<file path="src/rtl/pkt_rr_arbiter.sv">
// Round-robin packet arbiter with bounded urgent override and a one-entry output register.
// Shares one router ingress port among NUM_REQ valid/ready packet sources.
module pkt_rr_arbiter #(
    parameter int unsigned NUM_REQ   = 4,
    parameter int unsigned PKT_W     = 13,
    parameter int unsigned URG_LIMIT = 2
) (
    input  logic                       clk,
    input  logic                       rst,
    input  logic [NUM_REQ-1:0]         req_valid,
    input  logic [NUM_REQ*PKT_W-1:0]   req_packet,
    output logic [NUM_REQ-1:0]         req_ready,
    output logic                       out_valid,
    output logic [PKT_W-1:0]           out_packet,
    input  logic                       out_ready,
    output logic [$clog2(NUM_REQ)-1:0] grant_id,
    output logic                       busy
);

    localparam int unsigned IDX_W = $clog2(NUM_REQ);
    localparam int unsigned CNT_W = $clog2(URG_LIMIT + 1);
    localparam logic [IDX_W-1:0] LAST_IDX = IDX_W'(NUM_REQ - 1);
    localparam logic [IDX_W:0]   NREQ_EXT = (IDX_W + 1)'(NUM_REQ);
    localparam logic [CNT_W-1:0] CNT_MAX  = CNT_W'(URG_LIMIT);

    logic [IDX_W-1:0]       rr_ptr;
    logic [IDX_W-1:0]       urg_ptr;
    logic [CNT_W-1:0]       urg_cnt;

    logic [PKT_W-1:0]       pkt [NUM_REQ];
    logic [NUM_REQ-1:0]     urg_set;
    logic [NUM_REQ-1:0]     cand;
    logic [2*NUM_REQ-1:0]   rot;
    logic [IDX_W-1:0]       start;
    logic [IDX_W-1:0]       offset;
    logic [IDX_W:0]         sum;
    logic [IDX_W-1:0]       win;
    logic [IDX_W-1:0]       win_next;
    logic                   found;
    logic                   urg_mode;
    logic                   any_valid;
    logic                   load_en;
    logic                   xfer;

    // Unpack requester packets and flag urgent (type 2'b11) requests.
    always_comb begin
        for (int i = 0; i < NUM_REQ; i++) begin
            pkt[i]     = req_packet[i*PKT_W +: PKT_W];
            urg_set[i] = req_valid[i] && (pkt[i][3:2] == 2'b11);
        end
    end

    assign any_valid = |req_valid;
    assign urg_mode  = (|urg_set) && (urg_cnt < CNT_MAX);
    assign cand      = urg_mode ? urg_set : req_valid;
    assign start     = urg_mode ? urg_ptr : rr_ptr;
    assign rot       = {cand, cand} >> start;

    // Rotate candidates so the pointer sits at bit 0, then take the first set bit.
    always_comb begin
        offset = '0;
        found  = 1'b0;
        for (int k = 0; k < NUM_REQ; k++) begin
            if (!found && rot[k]) begin
                offset = IDX_W'(k);
                found  = 1'b1;
            end
        end
        sum = {1'b0, start} + {1'b0, offset};
        if (sum >= NREQ_EXT) begin
            sum = sum - NREQ_EXT;
        end
        win = sum[IDX_W-1:0];
    end

    assign win_next = (win == LAST_IDX) ? '0 : win + 1'b1;
    assign load_en  = ~out_valid | out_ready;
    assign xfer     = rst & load_en & any_valid;
    assign busy     = out_valid | any_valid;

    always_comb begin
        req_ready = '0;
        if (xfer) begin
            req_ready[win] = 1'b1;
        end
    end

    // Output register plus arbitration state; state only moves on a transfer.
    always_ff @(posedge clk or negedge rst) begin
        if (!rst) begin
            out_valid  <= 1'b0;
            out_packet <= '0;
            grant_id   <= '0;
            rr_ptr     <= '0;
            urg_ptr    <= '0;
            urg_cnt    <= '0;
        end else begin
            if (xfer) begin
                out_valid  <= 1'b1;
                out_packet <= pkt[win];
                grant_id   <= win;
                if (urg_mode) begin
                    urg_ptr <= win_next;
                    if (urg_cnt != CNT_MAX) begin
                        urg_cnt <= urg_cnt + 1'b1;
                    end
                end else begin
                    rr_ptr  <= win_next;
                    urg_cnt <= '0;
                end
            end else if (out_valid && out_ready) begin
                out_valid <= 1'b0;
            end
        end
    end

endmodule
</file>
<file path="config.mk">
export PLATFORM = sky130hd
export DESIGN_NAME = pkt_rr_arbiter
export DESIGN_NICKNAME = d
export VERILOG_FILES = /design/src/rtl/pkt_rr_arbiter.sv
export SDC_FILE = /design/constraint.sdc
export NUM_CORES = 1
export LEC_CHECK = 0
export BUFFER_PORTS_ARGS = -buffer_cell sky130_fd_sc_hd__buf_2
export CAP_MARGIN = 15
export CELL_PAD_IN_SITES_DETAIL_PLACEMENT = 2
export CELL_PAD_IN_SITES_GLOBAL_PLACEMENT = 2
export CORE_MARGIN = 3
export CORE_UTILIZATION = 26
export CTS_CLUSTER_SIZE = 20
export DETAILED_ROUTE_END_ITERATION = 8
export PLACE_DENSITY_LB_ADDON = 0.1
export SLEW_MARGIN = 20
export SYNTH_ARGS = -nofsm -noshare
export SYNTH_HDL_FRONTEND = slang
export SYNTH_SLANG_ARGS = --single-unit
</file>
<file path="constraint.sdc">
create_clock -name clk -period 3.8 [get_ports clk]
set_input_delay 0.38 -clock clk [delete_from_list [all_inputs] [get_ports clk]]
set_output_delay 0.38 -clock clk [all_outputs]
set_load 0.02 [all_outputs]
</file>
==> results of run 1 <==
[timing repair]
action / 4_1_cts / 5_1_grt
resized for setup: 0 / 5
endpoints found under the setup margin: 0 / 4
buffers inserted: 0 / 11
[worst max-delay path: stages (launching register included)]
cell      delay [ns]
dfrtp_2         0.45
a41oi_2         0.17
buf_6           0.18
mux2_2          0.37
a21oi_1         0.16
o32a_1          0.17
a21oi_1         0.07
ha_1            0.25
a31o_2          0.22
o2111a_2        0.30
xnor2_4         0.25
buf_12          0.16
nor2_1          0.04
buf_2           0.18
[cells in the final DEF, fill, tap and decap left out, types with 2 or more instances in the layout]
| cell | n |
|---|---|
| nor2_1 | 6 |
| a22o_1 | 2 |
| nand3_1 | 5 |
| clkbuf_8 | 4 |
| nand3_2 | 3 |
| a21oi_1 | 7 |
| nor2b_1 | 5 |
| o21ai_0 | 6 |
| a21o_1 | 2 |
| nand4_1 | 2 |
| ha_1 | 2 |
| nor3_1 | 2 |
| nand2_1 | 29 |
| dfrtp_1 | 21 |
| inv_1 | 4 |
| mux2i_1 | 28 |
| o221ai_1 | 13 |
| buf_2 | 79 |
| xor2_1 | 2 |
| buf_4 | 17 |
| or2_2 | 2 |
| a31o_2 | 2 |
[where the power goes]
group          switching, W  total (W)  internal (W)  leakage (nW)
clock             0.0000866   0.000179     0.0000927        0.0288
combinational      0.000805    0.00159      0.000782         0.872
sequential        0.0000736   0.000417      0.000343         0.270
[cells by family after synthesis]
kind of cell	count (synthesis)	share of synthesized area (%)
simple gates	60	17.48
flops	22	33.87
buf+inv	13	4.850
fa+ha+maj	2	1.539
mux	30	18.78
xor+xnor	4	2.618
compound gates	43	20.86
[through the flow]
stage          utilization (%)  instance area (sq um)  power (W)  hold WS (ns)  cells
2_1_floorplan                -                   1625   0.001429       0.08441    174
4_1_cts                  36.55                   2190   0.002035        0.1511    331
5_1_grt                  38.26                   2292   0.002358        0.1584    342
3_5_place_dp             35.63                   2135   0.001849        0.4485    327
3_3_place_gp             35.63                   2135   0.001818        0.4435    327
6_report                 38.26                   2292   0.002183        0.1267    342
[registers in the layout, summed over array words and instances (netlist names)]
name,count
out_valid,1
out_packet,13
rr_ptr,2
grant_id,2
urg_ptr,2
urg_cnt,2
[worst max-delay path by stage]
| stage | startpoint | endpoint | slack (ns) | cells after the start |
|---|---|---|---|---|
| 3_5_place_dp | req_valid[2] | out_packet[3]$_DFFE_PN0P_ | 0.11 | 15 |
| 2_1_floorplan | req_valid[2] | req_ready[2] | 0.40 | 13 |
| 5_1_grt | urg_cnt[1]$_DFFE_PN0P_ | req_ready[1] | 0.003 | 13 |
| 4_1_cts | urg_cnt[1]$_DFFE_PN0P_ | req_ready[1] | 0.03 | 13 |
| 6_report | urg_cnt[1]$_DFFE_PN0P_ | req_ready[1] | 0.17 | 13 |
| 3_3_place_gp | req_packet[2] | req_ready[1] | 0.21 | 15 |
[area by class of cell]
cell class              count  area, sq um
clock buffers               4        55.05
fillers                   716         3699
inverters                   4        15.01
multi-input cells         139         1022
flip-flops and latches     22        551.8
well taps                  75        93.84
repair buffers             98        554.3
[per-layer routing]
| metal | wire length [um] | track usage [%] | vias to the layer above |
|---|---|---|---|
| met3 | 343 | 3.398 | 4 |
| li1 | - | - | 838 |
| met2 | 2979 | 29.10 | 48 |
| met1 | 2734 | 23.16 | 834 |
| met4 | 42 | 3.022 | 0 |
| met5 | 0 | 0 | - |
==> run summary, run 1 <==
Result of the run: complete, no violations
Synthesized Nets: 235
# H-tree levels: 1
Total negative setup slack: 0 ns
Cells after synthesis: 174
Warning count from the yosys run: 0
Number of remaining DRC errors: 0
Layout Area Growth over Synthesis: 41.03%
Setup WS pre-CTS: 0.1072 ns
Number of flops mapped to enable cells by yosys: 0
Clock latency reported for the late side of the worst-skew pair: 0.27 ns
Count leader, synth: nand2_1
Slack of the worst reg-to-reg path: 0.32 ns
Final setup fails: 0
Std-Cell Rows: 28
Worst slew margin: 65.25%
Remaining antenna violation count: 0
Worst Setup Path Type: flip-flop to primary output
Number of detailed-routing iterations run before antenna repair: 4
Final net count: 329
Largest net degree at the start of global routing: 24
Boundary pin count: 80
Share of flip-flops with an asynchronous set or reset: 100.0%
CTS root buf: clkbuf_8
Routability congestion estimate: 0.7373
Clock tree from TritonCTS: done
Violation count after the first detailed-route iteration: 51
Global-route usage over all layers: 17.26%
Vias: 1724
Initial antenna violation count: 0
Synth cell types: 41
Worst Slack Setup Final: 0.1660 ns
Commonest cells in the synthesized netlist: nand2_1, mux2i_1, dfrtp_1
Top-area cell type share of the netlist area: 33.87%
Remaining global-route overflow: 0
Diode insertion count for antenna repair: 0
R2r startpoint: urg_cnt[1]$_DFFE_PN0P_
Length in cells of the worst reg-to-reg path: 14
Crit Reg-Reg Endpoint: out_packet[3]$_DFFE_PN0P_
Clock tree sinks: 22
Measured slew at the worst slew-check pin: 0.5166 ns
RSZ-0062 raised after global routing: false
Synth Register Bits: 22
Period minus WS final: 3.634 ns
Die Y: 85.07 um
Tcrit/Tclk final: 95.63%
Worst-case clock buffer depth: 2
Final hold violation count: 0
Register area share after synthesis: 33.87%
IR drop worst, VDD: 274.7 uV
Hold buffer count at cts: 0
Crit path required time: 3.42 ns
Core outline area: 5991 sq um
P_leak: 1.171 nW
Max FO, Critical Path: 11
Final clock skew: 0.009120 ns
Starting Density: 27.13%
Worst setup EP type: primary output
Netlist Area Pre-Place: 1625 sq um
Via count of the first global-routing pass: 1916
DRT Wirelength: 6099 um
Syn Area/Cell: 9.341 sq um
Placed wire-length estimate after detailed placement: 4790 um
Maximum Capacitance Violations: 0
Die outline area: 7236 sq um
Power Dens Cells: 952.5 nW/um^2
Cell types with the largest area share after synthesis: dfrtp_1, mux2i_1, o221ai_1
Critical path data arrival time: 3.25 ns
Count of input and output buffers: 79
Nature of the critical path startpoint: flip-flop
TritonCTS Buffers: 3
Class of the tightest hold or removal check: input port to asynchronous set/reset pin
Slew Limit Fails: 0
Highest clock frequency the design can meet: 275.2 MHz
Clock-pin slew reported for the worst setup and hold paths after clock tree synthesis: 0.09 ns
Global-route wire length before repair: 9963 um
Synth area leader: dfrtp_1
Share of cells above drive strength 1: 44.19%
Final routed wire length divided by cell count: 17.83 um
Dominant register cell in the synthesized netlist: dfrtp_1
Die extent in x: 85.07 um
Avg Vias per Cell: 5.041
Note: power is estimated with default switching activity, not from simulation.
==> inputs of run 2 (changes only) <==
RECOVER_POWER = 25   (was default)
==> run summary, run 2 (same netlist as run 1, synthesis figures left out) <==
Result of the run: complete, no violations
CTS root buf: clkbuf_8
Diode insertion count for antenna repair: 0 (unchanged)
Clock tree sinks: 22 (unchanged)
Most common cell after layout, fill and taps aside: buf_2
Count of input and output buffers: 79 (unchanged)
Violation count after the first detailed-route iteration: 52 (+2.0%)
DRT Wirelength: 6097 um (about the same)
# fillers: 718 (+0.28%)
Crit path required time: 3.42 ns (about the same)
Cell type group with the largest total delay on the critical path: compound AO/OA/AOI/OAI gates
Clock latency reported for the late side of the worst-skew pair: 0.27 ns (about the same)
Largest register FFs: 13 (unchanged)
Max FO, Critical Path: 11 (unchanged)
Die extent in x: 85.07 um (unchanged)
# H-tree levels: 1 (unchanged)
Final hold violation count: 0 (unchanged)
Largest net degree at the start of global routing: 24 (unchanged)
Hold buffer count at cts: 0 (unchanged)
Vias: 1724 (unchanged)
Clock tree from TritonCTS: done
Clock-pin slew reported for the worst setup and hold paths after clock tree synthesis: 0.09 ns (about the same)
Final setup fails: 0 (unchanged)
Total negative setup slack: 0 ns (unchanged)
Std-Cell Rows: 28 (unchanged)
Die Y: 85.07 um (unchanged)
Critical path data arrival time: 3.25 ns (about the same)
Nature of the critical path startpoint: flip-flop
Max stage delay cell, worst path: dfrtp_2
Final core utilization: 38.18% (-0.083 points)
Global-route wire length before repair: 9963 um (unchanged)
Highest clock frequency the design can meet: 275.2 MHz (unchanged)
Worst setup EP type: primary output
Global-route usage over all layers: 17.26% (unchanged)
Most repeated library cell on the critical path: a21oi_1
Avg Vias per Cell: 5.041 (unchanged)
Boundary pin count: 80 (unchanged)
Share of cells above drive strength 1: 43.45% (-0.75 points)
IR drop worst, VDD: 274.7 uV (about the same)
Layout Area Growth over Synthesis: 40.72%
Worst Setup Path Type: flip-flop to primary output
Class of the tightest hold or removal check: input port to flip-flop
Register ranked first by flip-flop count: out_packet
Routability congestion estimate: 0.7373 (unchanged)
Maximum Capacitance Violations: 0 (unchanged)
Measured slew at the worst slew-check pin: 1.359 ns (+0.8421 ns)
Leading cell types in the layout, fill and taps excluded: buf_2, nand2_1, mux2i_1
Number of remaining DRC errors: 0 (unchanged)
Number of detailed-routing iterations run before antenna repair: 4 (unchanged)
Final clock skew: 0.009120 ns (unchanged)
Core outline area: 5991 sq um (unchanged)
P_leak: 1.165 nW (-0.54%)
Final net count: 329 (unchanged)
Slew Limit Fails: 0 (unchanged)
TritonCTS Buffers: 3 (unchanged)
Worst-case clock buffer depth: 2 (unchanged)
Remaining global-route overflow: 0 (unchanged)
Crit path buffers/inverters: 3 (unchanged)
Remaining antenna violation count: 0 (unchanged)
Period minus WS final: 3.634 ns (unchanged)
RSZ-0062 raised after global routing: false
Cell-by-cell trace of the critical path: a41oi_2 -> buf_6 -> mux2_2 -> a21oi_1 -> o32a_1 -> a21oi_1 -> ha_1 -> a31o_2 -> o2111a_2 -> xnor2_4 -> buf_12 -> nor2_1 -> buf_2
Delay contributed by the slowest stage of the critical path: 0.45 ns (about the same)
Die outline area: 7236 sq um (unchanged)
Worst slew margin: 9.416% (-56 points)
Power Dens Cells: 954.2 nW/um^2 (+0.18%)
Initial antenna violation count: 0 (unchanged)
Tcrit/Tclk final: 95.63% (unchanged)
Placed wire-length estimate after detailed placement: 4790 um (unchanged)
Via count of the first global-routing pass: 1916 (unchanged)
Starting Density: 27.13% (unchanged)
Final routed wire length divided by cell count: 17.83 um (about the same)
-- run 2: changes by cell type in the layout (fill, tap and decap cells not counted) --
| cell | change |
|---|---|
| buf_2 | -1 |
| clkbuf_1 | +2 |
| buf_4 | -1 |
-- run 2: layer usage --
| layer | GRT usage [%] | routed length, um | up-vias |
|---|---|---|---|
| li1 | - | - | 838 |
| met1 | 23.16 | 2753 | 834 |
| met2 | 29.10 | 2977 | 48 |
| met3 | 3.398 | 323 | 4 |
| met4 | 3.022 | 42 | 0 |
| met5 | 0 | 0 | - |
-- run 2: repair_timing --
action	CTS	global route
buffers inserted	0	11
hold endpoints to repair	0	0
endpoints found under the setup margin	0	4
gates resized for setup	0	5
-- run 2: final cells by class --
cell class	instances	area [sq um]	share of cell area [%]
Inverter	4	15.01	0.6565
Tap cell	75	93.84	4.103
Timing Repair Buffer	98	549.3	24.02
Multi-Input combinational cell	139	1022	44.69
Sequential cell	22	551.8	24.12
Clock buffer	4	55.05	2.407
-- run 2: final timing paths --
check / startpoint / to / slack (ns) / cells past startpoint
max in group asynchronous: rst / urg_cnt[1]$_DFFE_PN0P_ / 2.33 / 2
min: out_ready / out_valid$_DFFE_PN0P_ / 0.37 / 3
max reg2reg: urg_cnt[1]$_DFFE_PN0P_ / out_packet[3]$_DFFE_PN0P_ / 0.32 / 14
max: urg_cnt[1]$_DFFE_PN0P_ / req_ready[1] / 0.17 / 13
min in group asynchronous: rst / out_packet[7]$_DFFE_PN0P_ / 0.58 / 2
min reg2reg: grant_id[1]$_DFFE_PN0P_ / grant_id[1]$_DFFE_PN0P_ / 0.49 / 2
-- run 2: through the flow --
stage          power, W  hold slack, ns  worst slack [ns]  area, sq um  instances
6_report       0.002182          0.3747            0.1660         2287        342
4_1_cts        0.002035          0.1511           0.03297         2190        331
3_3_place_gp   0.001818          0.4435            0.2082         2135        327
3_5_place_dp   0.001849          0.4485            0.1072         2135        327
5_1_grt        0.002357          0.3960          0.002820         2287        342
2_1_floorplan  0.001429         0.08441            0.4039         1625        174
-- run 2: power breakdown --
group	internal [W]	leakage [nW]	switching, W	total, W
Clock	0.0000927	0.0288	0.0000866	0.000179
Sequential	0.000343	0.270	0.0000736	0.000417
Combinational	0.000782	0.865	0.000805	0.00159
Total	0.00122	1.16	0.000965	0.00218
-- run 2: worst reg2reg max path, cell delays in order, from the launching register on --
cell,delay (ns)
dfrtp_2,0.45
a41oi_2,0.17
buf_6,0.18
mux2_2,0.37
a21oi_1,0.16
o32a_1,0.17
a21oi_1,0.07
ha_1,0.25
a31o_2,0.22
o2111a_2,0.30
xnor2_4,0.25
buf_4,0.15
buf_4,0.19
mux2i_1,0.25
o221ai_1,0.16
